<file path="config.mk">
export PLATFORM = sky130hd
export DESIGN_NAME = rect_dispatch
export DESIGN_NICKNAME = d
export VERILOG_FILES = /design/src/rtl/rect_dispatch.sv
export SDC_FILE = /design/constraint.sdc
export NUM_CORES = 1
export LEC_CHECK = 0
export BUFFER_PORTS_ARGS = -buffer_cell sky130_fd_sc_hd__buf_2
export CAP_MARGIN = 5
export CELL_PAD_IN_SITES_DETAIL_PLACEMENT = 1
export CELL_PAD_IN_SITES_GLOBAL_PLACEMENT = 1
export CORE_MARGIN = 4
export CORE_UTILIZATION = 30
export DETAILED_ROUTE_END_ITERATION = 6
export PLACE_DENSITY_LB_ADDON = 0.08
export SYNTH_ARGS = -nofsm -noshare
export SYNTH_HDL_FRONTEND = slang
export SYNTH_SLANG_ARGS = --single-unit
export TNS_END_PERCENT = 30
</file>
<file path="constraint.sdc">
create_clock -name clk -period 3.21 [get_ports clk]
set_input_delay 0.321 -clock clk [delete_from_list [all_inputs] [get_ports clk]]
set_output_delay 0.321 -clock clk [all_outputs]
set_load 0.005 [all_outputs]
</file>
<file path="src/rtl/rect_dispatch.sv">
// Command FIFO and enable/done sequencer in front of render_rect.
// Optional screen clipping at pop time is built when RECT_DISPATCH_CLIP_EN is defined.
module rect_dispatch #(
  parameter int DEPTH        = 4,
  parameter int GUARD_CYCLES = 2,
  parameter int GAP_CYCLES   = 1
) (
  input  logic       clk,
  input  logic       resetn,
  // Handshake: a command transfers on a posedge where cmd_valid and cmd_ready are both high;
  // cmd_ready depends only on registered occupancy, never on cmd_valid.
  input  logic       cmd_valid,
  output logic       cmd_ready,
  input  logic [8:0] cmd_origin_x,
  input  logic [7:0] cmd_origin_y,
  input  logic [8:0] cmd_width,
  input  logic [7:0] cmd_height,
  input  logic [2:0] cmd_back_color,
  input  logic       cmd_border,
  input  logic [2:0] cmd_border_color,
  output logic       rect_enable,
  output logic [8:0] rect_origin_x,
  output logic [7:0] rect_origin_y,
  output logic [8:0] rect_width,
  output logic [7:0] rect_height,
  output logic [2:0] rect_back_color,
  output logic       rect_border,
  output logic [2:0] rect_border_color,
  input  logic       rect_done,
  output logic       busy,
  output logic [$clog2(DEPTH):0] queue_count,
  output logic       cmd_dropped,
  output logic [1:0] state_dbg
);

  localparam int AW = $clog2(DEPTH);
  localparam int CW = AW + 1;
  localparam int GW = (GUARD_CYCLES > 1) ? $clog2(GUARD_CYCLES) : 1;
  localparam int PW = (GAP_CYCLES > 1) ? $clog2(GAP_CYCLES) : 1;

  typedef enum logic [1:0] {
    IDLE = 2'd0,
    ARM  = 2'd1,
    DRAW = 2'd2,
    GAP  = 2'd3
  } state_t;

  state_t          state;
  logic [40:0]     mem [DEPTH];
  logic [AW-1:0]   wr_ptr;
  logic [AW-1:0]   rd_ptr;
  logic [CW-1:0]   count;
  logic [GW-1:0]   guard_cnt;
  logic [PW-1:0]   gap_cnt;
  logic            push;
  logic            pop;

  logic [40:0]     head;
  logic [8:0]      h_x;
  logic [7:0]      h_y;
  logic [8:0]      h_w;
  logic [7:0]      h_h;
  logic [2:0]      h_back;
  logic            h_border;
  logic [2:0]      h_bcol;
  logic [8:0]      c_w;
  logic [7:0]      c_h;
  logic            off_screen;
  logic            drop;

  assign cmd_ready   = (count != CW'(DEPTH));
  assign push        = cmd_valid && cmd_ready;
  assign pop         = (state == IDLE) && (count != '0);
  assign queue_count = count;
  assign busy        = (state != IDLE) || (count != '0);
  assign state_dbg   = state;

  // Storage has no reset: entries are only read behind a non-zero count.
  always_ff @(posedge clk) begin
    if (push) mem[wr_ptr] <= {cmd_origin_x, cmd_origin_y, cmd_width, cmd_height,
                              cmd_back_color, cmd_border, cmd_border_color};
  end

  always_ff @(posedge clk or negedge resetn) begin
    if (!resetn) begin
      wr_ptr <= '0;
      rd_ptr <= '0;
      count  <= '0;
    end else begin
      if (push) wr_ptr <= wr_ptr + AW'(1);
      if (pop)  rd_ptr <= rd_ptr + AW'(1);
      case ({push, pop})
        2'b10:   count <= count + CW'(1);
        2'b01:   count <= count - CW'(1);
        default: count <= count;
      endcase
    end
  end

  always_comb begin
    head = mem[rd_ptr];
    {h_x, h_y, h_w, h_h, h_back, h_border, h_bcol} = head;
    off_screen = 1'b0;
    c_w        = h_w;
    c_h        = h_h;
`ifdef RECT_DISPATCH_CLIP_EN
    off_screen = (h_x >= 9'd320) || (h_y >= 8'd240);
    if (h_w > (9'd320 - h_x)) c_w = 9'd320 - h_x;
    if (h_h > (8'd240 - h_y)) c_h = 8'd240 - h_y;
`endif
    // Zero-area test runs on the clipped size so a fully clipped rect is discarded too.
    drop = off_screen || (c_w == '0) || (c_h == '0);
  end

  always_ff @(posedge clk or negedge resetn) begin
    if (!resetn) begin
      state             <= IDLE;
      rect_enable       <= 1'b0;
      rect_origin_x     <= '0;
      rect_origin_y     <= '0;
      rect_width        <= '0;
      rect_height       <= '0;
      rect_back_color   <= '0;
      rect_border       <= 1'b0;
      rect_border_color <= '0;
      cmd_dropped       <= 1'b0;
      guard_cnt         <= '0;
      gap_cnt           <= '0;
    end else begin
      cmd_dropped <= 1'b0;
      case (state)
        IDLE: begin
          rect_enable <= 1'b0;
          if (pop) begin
            if (drop) begin
              cmd_dropped <= 1'b1;
            end else begin
              rect_origin_x     <= h_x;
              rect_origin_y     <= h_y;
              rect_width        <= c_w;
              rect_height       <= c_h;
              rect_back_color   <= h_back;
              rect_border       <= h_border;
              rect_border_color <= h_bcol;
              rect_enable       <= 1'b1;
              guard_cnt         <= '0;
              state             <= ARM;
            end
          end
        end
        // rect_done may still be high from the renderer's previous draw; ignore it here.
        ARM: begin
          if (guard_cnt == GW'(GUARD_CYCLES - 1)) state <= DRAW;
          else guard_cnt <= guard_cnt + GW'(1);
        end
        DRAW: begin
          if (rect_done) begin
            rect_enable <= 1'b0;
            gap_cnt     <= '0;
            state       <= GAP;
          end
        end
        GAP: begin
          if (gap_cnt == PW'(GAP_CYCLES - 1)) state <= IDLE;
          else gap_cnt <= gap_cnt + PW'(1);
        end
        default: state <= IDLE;
      endcase
    end
  end

endmodule

</file>
======== Word-level counts from Yosys, hierarchy flattened ========
Memories as Yosys holds them, arrays and structs flattened.
Index checks and enable logic that the tools add are counted.
storage, ports and cells
  memory bits (read-only) ................. 0
  logic and storage cells ................. 74
  latch bits .............................. 0
  flip-flop bits (word level) ............. 54
  bits in writable memories ............... 164
  input port bits ......................... 45
  output and inout bits ................... 50
  memories ................................ 1
cells by class
  shifts and indexed selects .............. 0
  reduce and logical (&&, ||, !) cells .... 18
  bitwise operators ....................... 1
  divide/modulo/power cells ............... 0
  equality and inequality tests ........... 11
  magnitude comparators ................... 0
  multiplexer cells ....................... 22
  $mul .................................... 0
  add/sub/neg operators ................... 6
memories
  name  words  width  rd ports  clocked after memory_dff  write ports  line  RTL
  mem   4      41     1         0                         1            49    logic [40:0] mem [DEPTH];
operators with widths
  cell                                                                 number
  1-bit two-way mux                                                    12
  2-bit two-way mux                                                    5
  2-bit inequality test (second input constant)                        5
  2-bit nonzero test                                                   5
  9-bit logical NOT                                                    1
  8-bit logical NOT                                                    1
  2-bit case mux with 4 select lines                                   1
  2-bit == test (second input constant)                                3
  1-bit case mux with 2 select lines                                   3
  3-bit case mux with 2 select lines                                   1
  3-bit AND reduction                                                  2
  5-bit AND reduction                                                  1
  2-bit by 1-bit adder with 2-bit output (second input constant)       2
  2-bit by 1-bit == test with 1-bit output (second input constant)     2
  2-bit AND reduction                                                  2
  3-bit by 1-bit adder with 3-bit output (second input constant)       1
  3-bit inequality test (second input constant)                        1
  3-bit nonzero test                                                   1
  3-bit by 1-bit subtractor with 3-bit output (second input constant)  1
  1-bit adder (second input constant)                                  2
  1-bit logical AND                                                    2
  2-bit logical NOT                                                    1
  1-bit logical OR                                                     2
  1-bit inverter                                                       1

======== Longest topological paths before layout ========
An unclocked memory read counts as a cell.
  depth in word-level cells ............... 6
  gate-level depth with buffers ........... 10
  mapped depth without buffers ............ 10

======== Worst setup path before layout ========
OpenSTA, ideal clock, no wires.
  path kind ............................... register to register
  start point ............................. register rd_ptr[1]
  end point ............................... register rect_origin_x[0]
  cell stages (with the launch flop) ...... 10
  arrival ................................. 2,643 ps
  setup slack ............................. 440 ps
  period minus slack after synthesis ...... 2,770 ps
  data required time ...................... 3,083 ps
  buffers on the path ..................... 4
  library setup time ...................... 127 ps
  cells stage by stage .................... dfrtp_1 -> clkbuf_1 -> clkbuf_1 -> mux4_2 -> or4_1 -> nor2_2 -> or3_1 -> buf_6 -> buf_8 -> mux2_1
on the way
  longest elaborated chain between the ends .. 5
  elaborated cells between the ends (all ways) .. 6
  classes of those cells .................. 1 x bitwise; 4 x reduce/logical; 1 x memory
ends and longest elaborated chain
  element                                                        line  RTL
  start: declaration                                             51    logic [AW-1:0] rd_ptr;
  start signal: assignment                                       91    if (pop) rd_ptr <= rd_ptr + AW'(1);
  memory 4 x 41 bit (*)                                          -
  9-bit logical NOT / 8-bit logical NOT (equally long branches)  112   drop = off_screen || (c_w == '0) || (c_h == '0);
  1-bit logical OR                                               112
  1-bit inverter (no source line)                                -
  3-bit AND reduction (no source line)                           -
  end signal: assignment                                         119   rect_origin_x <= '0;
  end signal: assignment                                         138   rect_origin_x <= h_x;
  end: declaration                                               22    output logic [8:0] rect_origin_x,
Mark *: on every way between the ends. The rest lies on a longest branch, timed or not.
A chain may end at the register's enable or synchronous reset.

======== Final worst setup path ========
  start point ............................. register rd_ptr[0]
  end point ............................... register rect_border_color[1]
on the way
  longest elaborated chain between the ends .. 5
  elaborated cells between the ends (all ways) .. 6
  classes of those cells .................. 1 x bitwise; 4 x reduce/logical; 1 x memory
ends and longest elaborated chain
  element                                                        line  RTL
  memory 4 x 41 bit (*)                                          -
  9-bit logical NOT / 8-bit logical NOT (equally long branches)  112
  1-bit logical OR                                               112
  1-bit inverter (no source line)                                -
  3-bit AND reduction (no source line)                           -
  end signal: assignment                                         144   rect_border_color <= h_bcol;
  end: declaration                                               28    output logic [2:0] rect_border_color,
Marks and branches as above.

==> summary.txt <==
Status: finished, final reports clean
Layout cells sized above 1: 0.426
Initial antenna violation count: 2
Vias in the first global route: 4690
Relative slew slack: 0.513
Pwr Total: 10.1 mW
CP cell instances: buf_4, mux4_2, or4_1, nor2_2, or3_4, buf_12, mux2_1
Cell Count, Final, Fillers Out: 909
Dpl hpwl: 11300 um
R2r startpoint: rd_ptr[0]
Critical Path RT: 3600 ps
Gr usage total: 0.120
Die area: 0.0306 mm^2
Tcrit/Tclk final: 0.920
Via density: 4.45
Footprint of the multi-input gates: 0.00193 mm^2
Max Clock Freq: 339 MHz
DR top layer: met5
Layout overhead on the synthesized area: 22.8%
Synthesis-stage register bit count: 217
Clk_skew: 9.89 ps
Largest net degree at the start of global routing: 42
Global-route wire length before repair: 28300 um
Met1 Wirelength: 7540 um
Final ANT Viol Nets: 0
Syn Inst Count: 378
H-tree Lvls: 1
Die span in x: 175 um
Rows: 60
Critical path class: reg -> reg
Register area: 0.00626 mm^2
Worst VDD drop: 0.453 mV
Register area share after synthesis: 0.748
Postcts setup bufs: 0
Setup TNS Final: 0 ps
Post-Syn Nets: 432
Ant diodes: 0
FF-to-FF setup slack: 260 ps
Clock tree buffer depth: 3
I/O pin total: 95
Slowest CP cell: dfrtp_4
CTS root buf: clkbuf_16
Num CTS Buffers: 26
Routed met3 length: 892 um
Synth unique cells: 39
Max_cap viols: 0
Worst Max-Slew Pin Slew: 730 ps
WL final: 18100 um
Routed met2 length: 9230 um
Crit path to: rect_border_color[1]
Drt drc: 0
CP max FO: 22
Final-report max-slew violation count: 0
Post-cts resize count: 0
Unrepaired setup endpoints after global routing: no
# hold bufs at CTS: 14
CTS tree: done
Fillers: 2698
Layout Utilization: 0.378
Die H: 175 um
Area of the mapped netlist: 0.00836 mm^2
Starting Density: 0.307
Final setup viols: 0
Wire per inst: 19.9 um
Worst path max stage delay: 560 ps
Final Hold Fails: 0
DP Cell Count: 847
Total clock sinks: 217
Lkg Pwr: 3.85 nW
GRT overflow: 0
RR Endpoint: rect_border_color[1]
Crit start category: flop
DR pass1 iterations: 4
Mapped Avg Cell Area: 22.1 um^2
Worst R2R Path Depth: 7
Gpl congestion: 0.646
Ys Warns: 0
CP Capture Type: flop
Hold/Removal Path Class: in -> reg
Final Net Count: 571
Total vias in the final route: 4041
Port buffer count: 94
Arrival @ worst endpoint: 3340 ps
Worst-path clk slew: 60 ps
Initial DRC count: 139
Worst-skew pair later-pin latency: 510 ps
Core area: 0.0272 mm^2
Fin crit period: 2950 ps
Worst setup path start: rd_ptr[0]
P per Cell Area: 980 mW/mm^2
[per-layer routing]
| layer | vias to the layer above | global-route usage |
|---|---|---|
| li1 | 1796 | - |
| met1 | 2122 | 0.148 |
| met2 | 87 | 0.213 |
| met3 | 32 | 0.0296 |
| met4 | 4 | 0.0308 |
| met5 | - | 0 |
[layout make-up]
cell class,instances,area share
flip-flops and latches,217,0.610
multi-input cells,133,0.188
well taps,372,0.0454
inverters,13,0.00475
clock buffers,42,0.0743
clock inverters,6,0.00329
repair buffers,126,0.0751
[worst min-delay path by stage]
stage                     slack (ps)             end  cells past startpoint             from
after floorplan                   30     cmd_dropped                      0           resetn
after global placement           350  rect_height[2]                      1           resetn
after detailed placement         360  rect_height[2]                      1           resetn
after CTS                       0.06      mem[0][31]                      1  cmd_origin_y[7]
after global routing               6      mem[3][15]                      1     cmd_width[0]
final                             30      mem[3][40]                      1  cmd_origin_x[8]
[worst max-delay path, delay by kind of cell, from the launching register on]
family | cells | cell delay (ps)
AND/OR/NAND/NOR | 3 | 910
multiplexers | 2 | 900
buffers and inverters | 2 | 440
flip-flops | 1 | 560
[cells in the mapped netlist]
cell / count / area share
nor2_2: 1 / 0.00075
mux2_1: 11 / 0.015
o31ai_1: 1 / 0.00090
buf_6: 3 / 0.0040
or4_4: 1 / 0.0013
nand2_1: 3 / 0.0013
mux4_2: 41 / 0.11
dfrtp_1: 53 / 0.16
nand2b_1: 3 / 0.0022
xor2_1: 2 / 0.0021
o31a_1: 1 / 0.0010
xnor2_1: 4 / 0.0042
a21oi_1: 1 / 0.00060
o41ai_1: 1 / 0.0010
nor4_4: 1 / 0.0025
or3_1: 3 / 0.0022
mux2_4: 30 / 0.054
nor3_1: 1 / 0.00060
fa_1: 1 / 0.0024
a31oi_1: 1 / 0.00075
and3_1: 4 / 0.0030
buf_12: 3 / 0.0072
buf_1: 2 / 0.00090
o21a_1: 1 / 0.00090
buf_2: 1 / 0.00060
ha_1: 8 / 0.012
edfxtp_1: 164 / 0.59
nor2_1: 3 / 0.0013
clkbuf_1: 5 / 0.0022
o21ai_0: 2 / 0.0012
inv_1: 13 / 0.0058
or4_1: 2 / 0.0018
buf_8: 1 / 0.0018
a22oi_1: 1 / 0.00090
nand3_1: 1 / 0.00060
and2_1: 1 / 0.00075
o2bb2ai_1: 1 / 0.0010
mux2i_1: 1 / 0.0012
a32o_1: 1 / 0.0012
[state kept, by name, indices dropped and copies added (netlist names), 2 cells and up]
signal,count
rect_back_color,3
rect_width,9
rect_height,8
state_dbg,2
mem,164
wr_ptr,2
rect_border_color,3
rect_origin_y,8
rd_ptr,2
rect_origin_x,9
queue_count,3
[cell usage in the layout (no fill, tap or decap), types with 2 or more instances in the layout]
cell type / instances
or3_1: 2
ha_1: 8
buf_4: 16
nand2_1: 3
dfrtp_1: 51
buf_12: 2
mux4_2: 41
dlygate4sd3_1: 14
xor2_1: 2
mux2_1: 11
or4_1: 2
mux2_4: 30
clkbuf_1: 12
edfxtp_1: 164
nor2_1: 3
clkinv_2: 5
clkbuf_8: 3
o21ai_0: 2
and3_2: 4
inv_1: 13
nand2b_1: 3
clkbuf_16: 27
xnor2_1: 4
buf_2: 94
[logic make-up (layout without fill, tap and decap cells)]
logic type	Yosys count	in the layout	synth area share
buffers and inverters	28	187	0.0226
adders and majority gates	9	9	0.0144
AOI/OAI and AO/OA	11	11	0.00959
muxes	83	83	0.180
DFF	217	217	0.748
xor gates and xnor gates	6	6	0.00629
and+or+nand+nor	24	24	0.0186
[through the flow]
step | setup slack [ps] | hold slack (ps) | instance area, um^2
after global placement | 222 | 353 | 9330
after floorplan | 440 | 25.4 | 8360
after global routing | 73.5 | 6.06 | 10300
after detailed placement | 218 | 361 | 9330
after CTS | 201 | 0.0566 | 10300
final | 258 | 28.6 | 10300
[power breakdown]
part / internal [mW] / leakage, nW / switching [mW]
combinational: 1.69 / 1.33 / 1.42
clock: 1.62 / 0.392 / 1.07
sequential: 3.86 / 2.12 / 0.399
No activity file was read; power rests on OpenSTA's default activity.
